[src/rtl/player_health.sv]
// rtl/player_health.sv - per-player hit points, invulnerability windows and round-over detection
//
// Purpose: tracks hit points for two players and runs a post-hit invulnerability
// countdown for each one, clocked by video frames. Flags the end of the round
// to the game-state FSM and reports which player or players died.
//
// Ports:
//   Clk        in   system clock, rising edge
//   Reset      in   asynchronous active-low reset
//   frame_clk  in   vsync frame strobe (level, synchronous to Clk)
//   restart    in   reload the round (highest priority)
//   in_game    in   round running
//   p2         in   two-player mode, latched when play starts
//   hit1/hit2  in   single-cycle collision pulses
//   dead       out  round over (state DEAD)
//   hp1/hp2    out  current hit points
//   blink1/2   out  player invulnerable (sprite flash)
//   loser      out  [0] player 1 died, [1] player 2 died
module player_health #(
  parameter int MAX_HP        = 5,
  parameter int INVULN_FRAMES = 60
) (
  input  logic       Clk,
  input  logic       Reset,
  input  logic       frame_clk,
  input  logic       restart,
  input  logic       in_game,
  input  logic       p2,
  input  logic       hit1,
  input  logic       hit2,
  output logic       dead,
  output logic [2:0] hp1,
  output logic [2:0] hp2,
  output logic       blink1,
  output logic       blink2,
  output logic [1:0] loser
);

  localparam logic [2:0] HP_INIT  = 3'(MAX_HP);
  localparam logic [7:0] INV_INIT = 8'(INVULN_FRAMES);

  typedef enum logic [1:0] {
    S_IDLE  = 2'd0,
    S_ARMED = 2'd1,
    S_PLAY  = 2'd2,
    S_DEAD  = 2'd3
  } state_t;

  state_t     r_state;
  state_t     w_next_state;

  logic       r_frame_d;
  logic [2:0] r_hp1;
  logic [2:0] r_hp2;
  logic [7:0] r_inv1;
  logic [7:0] r_inv2;
  logic       r_two_p;
  logic [1:0] r_loser;

  logic       w_frame_tick;
  logic       w_play_live;
  logic       w_acc1;
  logic       w_acc2;
  logic       w_fatal1;
  logic       w_fatal2;
  logic       w_start;

  assign w_frame_tick = frame_clk & ~r_frame_d;

  // Hits only count in a live PLAY cycle; leaving PLAY (in_game low) or a
  // restart on the same edge discards them.
  assign w_play_live = (r_state == S_PLAY) && in_game && !restart;
  assign w_acc1      = w_play_live && hit1 && (r_inv1 == 8'd0) && (r_hp1 != 3'd0);
  assign w_acc2      = w_play_live && r_two_p && hit2 && (r_inv2 == 8'd0) && (r_hp2 != 3'd0);
  assign w_fatal1    = w_acc1 && (r_hp1 == 3'd1);
  assign w_fatal2    = w_acc2 && (r_hp2 == 3'd1);
  assign w_start     = (r_state == S_ARMED) && in_game && !restart;

  // State register
  always_ff @(posedge Clk or negedge Reset) begin
    if (!Reset) begin
      r_state <= S_IDLE;
    end else begin
      r_state <= w_next_state;
    end
  end

  // Next-state logic
  always_comb begin
    w_next_state = r_state;
    if (restart) begin
      w_next_state = S_ARMED;
    end else begin
      case (r_state)
        S_IDLE:  w_next_state = S_IDLE;
        S_ARMED: if (in_game) w_next_state = S_PLAY;
        S_PLAY: begin
          if (!in_game) begin
            w_next_state = S_IDLE;
          end else if (w_fatal1 || w_fatal2) begin
            w_next_state = S_DEAD;
          end
        end
        S_DEAD:  w_next_state = S_DEAD;
        default: w_next_state = S_IDLE;
      endcase
    end
  end

  // Output decode
  always_comb begin
    dead = (r_state == S_DEAD);
  end

  // Frame strobe history
  always_ff @(posedge Clk or negedge Reset) begin
    if (!Reset) begin
      r_frame_d <= 1'b0;
    end else begin
      r_frame_d <= frame_clk;
    end
  end

  // Hit points, invulnerability counters, mode bit and loser flags.
  // An accepted hit reloads the counter and wins over a coincident frame tick.
  always_ff @(posedge Clk or negedge Reset) begin
    if (!Reset) begin
      r_hp1   <= 3'd0;
      r_hp2   <= 3'd0;
      r_inv1  <= 8'd0;
      r_inv2  <= 8'd0;
      r_two_p <= 1'b0;
      r_loser <= 2'b00;
    end else if (restart) begin
      r_hp1   <= HP_INIT;
      r_hp2   <= HP_INIT;
      r_inv1  <= 8'd0;
      r_inv2  <= 8'd0;
      r_loser <= 2'b00;
    end else begin
      if (w_start) begin
        r_two_p <= p2;
      end

      if (w_acc1) begin
        r_hp1  <= r_hp1 - 3'd1;
        r_inv1 <= INV_INIT;
      end else if (w_frame_tick && (r_inv1 != 8'd0)) begin
        r_inv1 <= r_inv1 - 8'd1;
      end

      if (w_acc2) begin
        r_hp2  <= r_hp2 - 3'd1;
        r_inv2 <= INV_INIT;
      end else if (w_frame_tick && (r_inv2 != 8'd0)) begin
        r_inv2 <= r_inv2 - 8'd1;
      end

      if (w_fatal1) begin
        r_loser[0] <= 1'b1;
      end
      if (w_fatal2) begin
        r_loser[1] <= 1'b1;
      end
    end
  end

  assign hp1    = r_hp1;
  assign hp2    = r_hp2;
  assign blink1 = (r_inv1 != 8'd0);
  assign blink2 = (r_inv2 != 8'd0);
  assign loser  = r_loser;

endmodule

[config.mk]
export PLATFORM = sky130hd
export DESIGN_NAME = player_health
export DESIGN_NICKNAME = d
export VERILOG_FILES = /design/src/rtl/player_health.sv
export SDC_FILE = /design/constraint.sdc
export NUM_CORES = 1
export LEC_CHECK = 0
export CAP_MARGIN = 20
export CORE_UTILIZATION = 55
export CTS_BUF_LIST = sky130_fd_sc_hd__clkbuf_16
export DETAILED_ROUTE_END_ITERATION = 12
export PLACE_DENSITY_LB_ADDON = 0.2
export SYNTH_ARGS = -nofsm -noshare
export SYNTH_HDL_FRONTEND = slang
export SYNTH_SLANG_ARGS = --single-unit
[constraint.sdc]
create_clock -name Clk -period 4.5 [get_ports Clk]
set_input_delay 0.9 -clock Clk [delete_from_list [all_inputs] [get_ports Clk]]
set_output_delay 0.9 -clock Clk [all_outputs]
set_load 0.01 [all_outputs]
==> results of run 1 <==
[cell families after synthesis]
kind of cell,synth area share
DFF,0.437
xor gates and xnor gates,0.0328
AOI/OAI and AO/OA,0.123
muxes,0.0320
buffers and inverters,0.0445
and+or+nand+nor,0.252
adders and majority gates,0.0781
[worst paths after layout]
check | start | end | cells after the start
setup / recovery | r_inv1[0]$_DFFE_PN0P_ | blink1 | 5
hold / removal | loser[0]$_DFFE_PN0P_ | loser[0]$_DFFE_PN0P_ | 2
setup reg to reg | r_inv2[0]$_DFFE_PN0P_ | r_state[0]$_DFFE_PN0P_ | 6
hold reg to reg | loser[0]$_DFFE_PN0P_ | loser[0]$_DFFE_PN0P_ | 2
max in group asynchronous | Reset | r_inv1[6]$_DFFE_PN0P_ | 3
min in group asynchronous | Reset | r_inv1[2]$_DFFE_PN0P_ | 1
[power groups by stage]
stage / Clock [mW] / Sequential [mW] / Combinational (mW)
global route: 0.211 / 0.396 / 0.627
CTS: 0.203 / 0.383 / 0.575
detailed placement: 0 / 0.387 / 0.573
floorplan: 0 / 0.357 / 0.426
global placement: 0 / 0.379 / 0.541
finish: 0.201 / 0.384 / 0.574
[placed cells by master, fill, tap and decap left out, types with 2 or more instances in the layout]
master	synthesis	final
a2111oi_0	2	2
a211o_1	2	2
a21oi_1	19	19
a31oi_1	2	2
buf_4	0	2
clkbuf_16	0	3
clkdlybuf4s50_1	0	18
dfrtp_1	28	28
ha_1	10	10
inv_1	12	12
mux2i_1	4	4
nand2_1	7	7
nand2b_1	5	5
nand3_1	2	2
nand3b_1	3	3
nor2_1	14	14
nor3_1	12	12
nor3b_1	2	2
nor4_1	5	5
nor4_4	2	2
nor4b_1	2	2
o21ai_0	3	3
o31ai_1	2	2
or4_4	3	3
xnor2_1	6	6
[metal layers]
metal / wire, µm / part of all wire / global-route usage / vias up
li1: - / - / - / 625
met1: 1560 / 0.46 / 0.306 / 644
met2: 1740 / 0.51 / 0.403 / 20
met3: 86 / 0.025 / 0.0465 / 5
met4: 40 / 0.012 / 0.0836 / 0
met5: 0 / 0 / 0 / -
[critical path, stage by stage (launching register included)]
cell             delay [ns]
dfrtp_1                0.41
inv_1                  0.10
ha_1                   0.20
nor3b_1                0.64
nand2_1                0.22
clkdlybuf4s50_1        0.53
[final cells by class]
type | count | area (µm²)
multi-input combinational | 118 | 830
sequential | 28 | 701
fill | 212 | 858
timing repair buffer | 21 | 210
tap | 31 | 38.8
inverter | 12 | 45.0
clock buffer | 3 | 75.1
[state kept, by name, indices dropped and copies added (netlist names)]
signal,cells
r_state,2
loser,2
r_inv2,8
hp1,3
r_two_p,1
r_inv1,8
hp2,3
r_frame_d,1
==> run_results.csv, run 1 <==
group,metric,value,unit
sta,worst_slew_pin_slew,0.743,ns
cts,clockRootBuffer,"clkbuf_16",
logic_synthesis,async_flop_share,1.00,
logic_synthesis,avgSynthCellArea,9.77,µm²
place,dpl.cell_count,209,
power,power,1.16,mW
setup_path,crit_type,"reg -> out",
floorplan,io_pins,19,
floorplan,core.rowCount,19,
logic_synthesis,ys_warn_count,0,
layout,design_area,1900,µm²
logic_synthesis,netlist-cell-type-count,35,
floorplan,coreArea,2760,µm²
global_routing,overflow,0,
sta,period_minus_slack,3.27,ns
global_routing,antenna_found_initial,0,
logic_synthesis,ys_ff_latch,28,
sta,tns,0,ns
detailed_routing,viasPerCell,6.08,
sta,finalHoldWorstSlack,0.502,ns
power,p_switching,0.472,mW
floorplan,dieArea,3130,µm²
power,clkPwrFrac,0.173,
logic_synthesis,synth_edf_count,0,
detailed_routing,first_pass_iters,6,
sta,fin_crit_sh,0.726,
setup_path,cp_max_fo,5,
power,seq_power_share,0.332,
floorplan,die_x,56.0,µm
cts,postCtsResizedCells,0,
detailed_routing,drcViolationCount,0,
logic_synthesis,synthTopCellsByCount,"dfrtp_1 (28), a21oi_1 (19), nor2_1 (14), inv_1 (12), nor3_1 (12)",
cts,cts_setup_buffers,0,
layout,fin_cells,213,
logic_synthesis,yosysMostFrequentCell,"dfrtp_1",
setup_path,reg2reg_slack,2.20,ns
detailed_routing,drtAntennaViolNets,0,
layout,drive_gt1_frac,0.0769,
global_routing,grt_max_degree,29,
logic_synthesis,synth_flop_cell,"dfrtp_1",
logic_synthesis,synth_area_leaders,"dfrtp_1 (44%), ha_1 (7.8%), a21oi_1 (5.9%), nor3_1 (3.8%), nor2_1 (3.3%)",
status,status,"finished, final reports clean",
global_routing,grt_usage,0.239,
place,dpl.hpwl,2400,µm
setup_path,required,3.60,ns
detailed_routing,dr_total_vias,1294,
power,p_leak,0.823,nW
logic_synthesis,synth.net_count,182,
detailed_routing,drtIter0Drc,56,
power,intPower,0.687,mW
place,port_buffers,18,
floorplan,start_util,0.581,
sta,max_freq,306,MHz
setup_path,start_kind,"flip-flop",
power,power.density,610,nW/µm²
logic_synthesis,synth.top_cell.area_share,0.438,
sta,skew,0.00240,ns
place,place.gp.congestion,0.880,
setup_path,cp.arrival,2.37,ns
sta,rsz0062_at_grt,"no",
sta,maxSlewViolCount,0,
cts,clockBufferDepth,2,
setup_path,endpoint_kind,"output pin",
flow_run,maxCapViolations,0,
logic_synthesis,synthCells,164,
detailed_routing,drt_wl_total,3430,µm
cts,clk_latency,0.26,ns
power,netSwitchingFraction,0.407,
cts,hold_buffers,0,
cts,cts_tree,"done",
sta,finalWorstSetupSlack,1.23,ns
cts,clock_sinks,28,
cts,path_clk_slew,0.07,ns
layout,fin_util,0.689,
global_routing,grt_pass1_wl,5940,µm
layout,areaGrowthSynthToFinish,18.6,%
sta,hold_viol,0,
hold_path,hold_class,"reg -> reg",
cts,cts.htree.levels,1,
floorplan,die_h,56.0,µm
layout,antenna_cells,0,
logic_synthesis,syn_area,1600,µm²
sta,relSlewSlack,0.504,
detailed_routing,wl_per_cell,16.1,µm
global_routing,grt_pass1_vias,1317,
place,postPlaceCellArea,1810,µm²
place,dp_slack,1.42,ns
logic_synthesis,synth_top_area_cell,"dfrtp_1",
power,pwr-share-comb,0.495,
layout,nets,202,
cts,cts-buffers-inserted,3,
logic_synthesis,ys_seq_area_frac,0.438,
power,peakVddDrop,0.000705,V
sta,setup_violations,0,
No activity file was read; power rests on OpenSTA's default activity.
==> run 2, diff against run 1 <==
--- a/config.mk
+++ b/config.mk
@@ -6,7 +6,7 @@
 export NUM_CORES = 1
 export LEC_CHECK = 0
 export CAP_MARGIN = 20
-export CORE_UTILIZATION = 55
+export CORE_UTILIZATION = 49
 export CTS_BUF_LIST = sky130_fd_sc_hd__clkbuf_16
 export DETAILED_ROUTE_END_ITERATION = 12
 export PLACE_DENSITY_LB_ADDON = 0.2
==> constraint.sdc (replaced) <==
create_clock -name Clk -period 3 [get_ports Clk]
set_input_delay 0.6 -clock Clk [delete_from_list [all_inputs] [get_ports Clk]]
set_output_delay 0.6 -clock Clk [all_outputs]
set_load 0.01 [all_outputs]
==> run_results.csv, run 2 (synthesis results as in run 1) <==
group,metric,value,unit
layout,fin_cells,227,
global_routing,grt_max_degree,29,
setup_path,required,2.40,ns
sta,hold_viol,0,
setup_path,r2r_cells,7,
global_routing,grt_pass1_wl,5580,µm
cts,cts.htree.levels,1,
power,pwr-share-comb,0.495,
detailed_routing,first_pass_iters,4,
layout,nets,202,
setup_path,crit_type,"reg -> out",
status,status,"finished, final reports clean",
setup_path,worstPathCellList,"inv_1 > ha_1 > nor3b_1 > nand2_1 > clkdlybuf4s50_1",
place,postPlaceCellArea,1830,µm²
sta,finalWorstSetupSlack,0.293,ns
detailed_routing,drt_wl_total,3220,µm
floorplan,dieArea,3500,µm²
layout,areaGrowthSynthToFinish,19.4,%
floorplan,io_pins,19,
cts,path_clk_slew,0.07,ns
cts,hold_buffers,0,
layout,antenna_cells,0,
layout,fin_util,0.621,
floorplan,core.rowCount,20,
layout,regArea,701,µm²
power,netSwitchingFraction,0.400,
power,power.density,914,nW/µm²
setup_path,cp_slowest_cell,"clkdlybuf4s50_1",
power,p_switching,0.699,mW
setup_path,cp.arrival,2.11,ns
global_routing,grt_pass1_vias,1236,
hold_path,hold_class,"reg -> reg",
detailed_routing,dr_total_vias,1276,
layout,multi_input_area,830,µm²
detailed_routing,wl_per_cell,14.2,µm
place,port_buffers,18,
cts,clk_latency,0.26,ns
place,dpl.cell_count,223,
floorplan,die_h,59.2,µm
sta,worst_slew_pin_slew,0.622,ns
sta,finalHoldWorstSlack,0.505,ns
cts,cts-buffers-inserted,3,
place,place.gp.congestion,0.871,
setup_path,start_kind,"flip-flop",
global_routing,antenna_found_initial,0,
sta,maxSlewViolCount,0,
cts,clockBufferDepth,2,
setup_path,r2r_end,"hp1[1]$_DFFE_PN0P_",
place,dp_slack,0.447,ns
power,peakVddDrop,0.000569,V
layout,final_common_cell,"dfrtp_1",
setup_path,reg2reg_slack,0.67,ns
sta,rsz0062_at_grt,"no",
layout,design_area,1910,µm²
sta,relSlewSlack,0.582,
detailed_routing,viasPerCell,5.62,
floorplan,coreArea,3080,µm²
detailed_routing,drcViolationCount,0,
power,clkPwrFrac,0.176,
global_routing,grt_usage,0.212,
setup_path,endpoint_kind,"output pin",
layout,nFillCells,267,
power,p_leak,0.821,nW
cts,postCtsResizedCells,0,
layout,final_cell_mix,"dfrtp_1 (28), a21oi_1 (19), clkdlybuf4s50_1 (18)",
detailed_routing,drtAntennaViolNets,0,
power,intPower,1.05,mW
layout,drive_gt1_frac,0.0765,
flow_run,maxCapViolations,0,
sta,period_minus_slack,2.71,ns
layout,top_regs,"r_inv1 (8), r_inv2 (8)",
setup_path,crit_start,"r_inv2[0]$_DFFE_PN0P_",
sta,skew,0.00405,ns
sta,setup_violations,0,
floorplan,die_x,59.2,µm
power,power,1.75,mW
global_routing,overflow,0,
floorplan,start_util,0.520,
power,seq_power_share,0.329,
sta,fin_crit_sh,0.902,
detailed_routing,drtIter0Drc,74,
sta,tns,0,ns
sta,max_freq,369,MHz
cts,cts_tree,"done",
setup_path,crit_path_end,"blink2",
setup_path,critPathMaxStageDelay,0.51,ns
cts,clockRootBuffer,"clkbuf_16",
setup_path,cp_max_fo,4,
cts,clock_sinks,28,
place,dpl.hpwl,2230,µm
cts,cts_setup_buffers,0,
setup_path,r2r-start,"hp1[0]$_DFFE_PN0P_",
-- run 2: cell count changes in the layout (fill, tap and decap cells not counted), sizes merged --
| cell | delta |
|---|---|
| clkinv | +1 |
-- run 2: layout make-up --
class | count | area share
flip-flops and latches | 28 | 0.366
repair buffers | 21 | 0.106
clock inverters | 1 | 0.00196
inverters | 12 | 0.0236
clock buffers | 3 | 0.0393
well taps | 44 | 0.0288
multi-input cells | 118 | 0.434
-- run 2: worst min-delay path by stage --
stage / from / endpoint / slack (ns) / depth (start not counted)
after floorplan: Reset / hp1[0]$_DFFE_PN0P_ / 0.30 / 0
after global placement: loser[0]$_DFFE_PN0P_ / loser[0]$_DFFE_PN0P_ / 0.48 / 2
after detailed placement: loser[0]$_DFFE_PN0P_ / loser[0]$_DFFE_PN0P_ / 0.49 / 2
after CTS: loser[0]$_DFFE_PN0P_ / loser[0]$_DFFE_PN0P_ / 0.51 / 2
after global routing: loser[0]$_DFFE_PN0P_ / loser[0]$_DFFE_PN0P_ / 0.52 / 2
final: loser[0]$_DFFE_PN0P_ / loser[0]$_DFFE_PN0P_ / 0.51 / 2
-- run 2: worst max-delay path, delay by kind of cell, from the launching register on --
kind | cells | cell delay [ns]
buf+inv | 2 | 0.61
simple gates | 2 | 0.61
flops | 1 | 0.42
fa+ha+maj | 1 | 0.21
-- run 2: power by group through the flow --
stage / logic [mW] / registers [mW] / clock network, mW
floorplan: 0.640 / 0.535 / 0
global placement: 0.842 / 0.569 / 0
detailed placement: 0.865 / 0.577 / 0
CTS: 0.869 / 0.571 / 0.317
global route: 0.953 / 0.594 / 0.336
finish: 0.866 / 0.575 / 0.308
-- run 2: routing by layer --
metal | wire length (µm) | track usage
met4 | 21 | 0.0510
met1 | 1500 | 0.283
met2 | 1600 | 0.356
met5 | 0 | 0
met3 | 94 | 0.0393
==> run 3, diff against run 2 <==
--- a/config.mk
+++ b/config.mk
@@ -9,6 +9,7 @@
 export CORE_UTILIZATION = 49
 export CTS_BUF_LIST = sky130_fd_sc_hd__clkbuf_16
 export DETAILED_ROUTE_END_ITERATION = 12
+export GPL_TIMING_DRIVEN = 1
 export PLACE_DENSITY_LB_ADDON = 0.2
 export SYNTH_ARGS = -nofsm -noshare
 export SYNTH_HDL_FRONTEND = slang
==> results of run 3 <==
Final layout, timing and power as in run 2 (identical DEF).
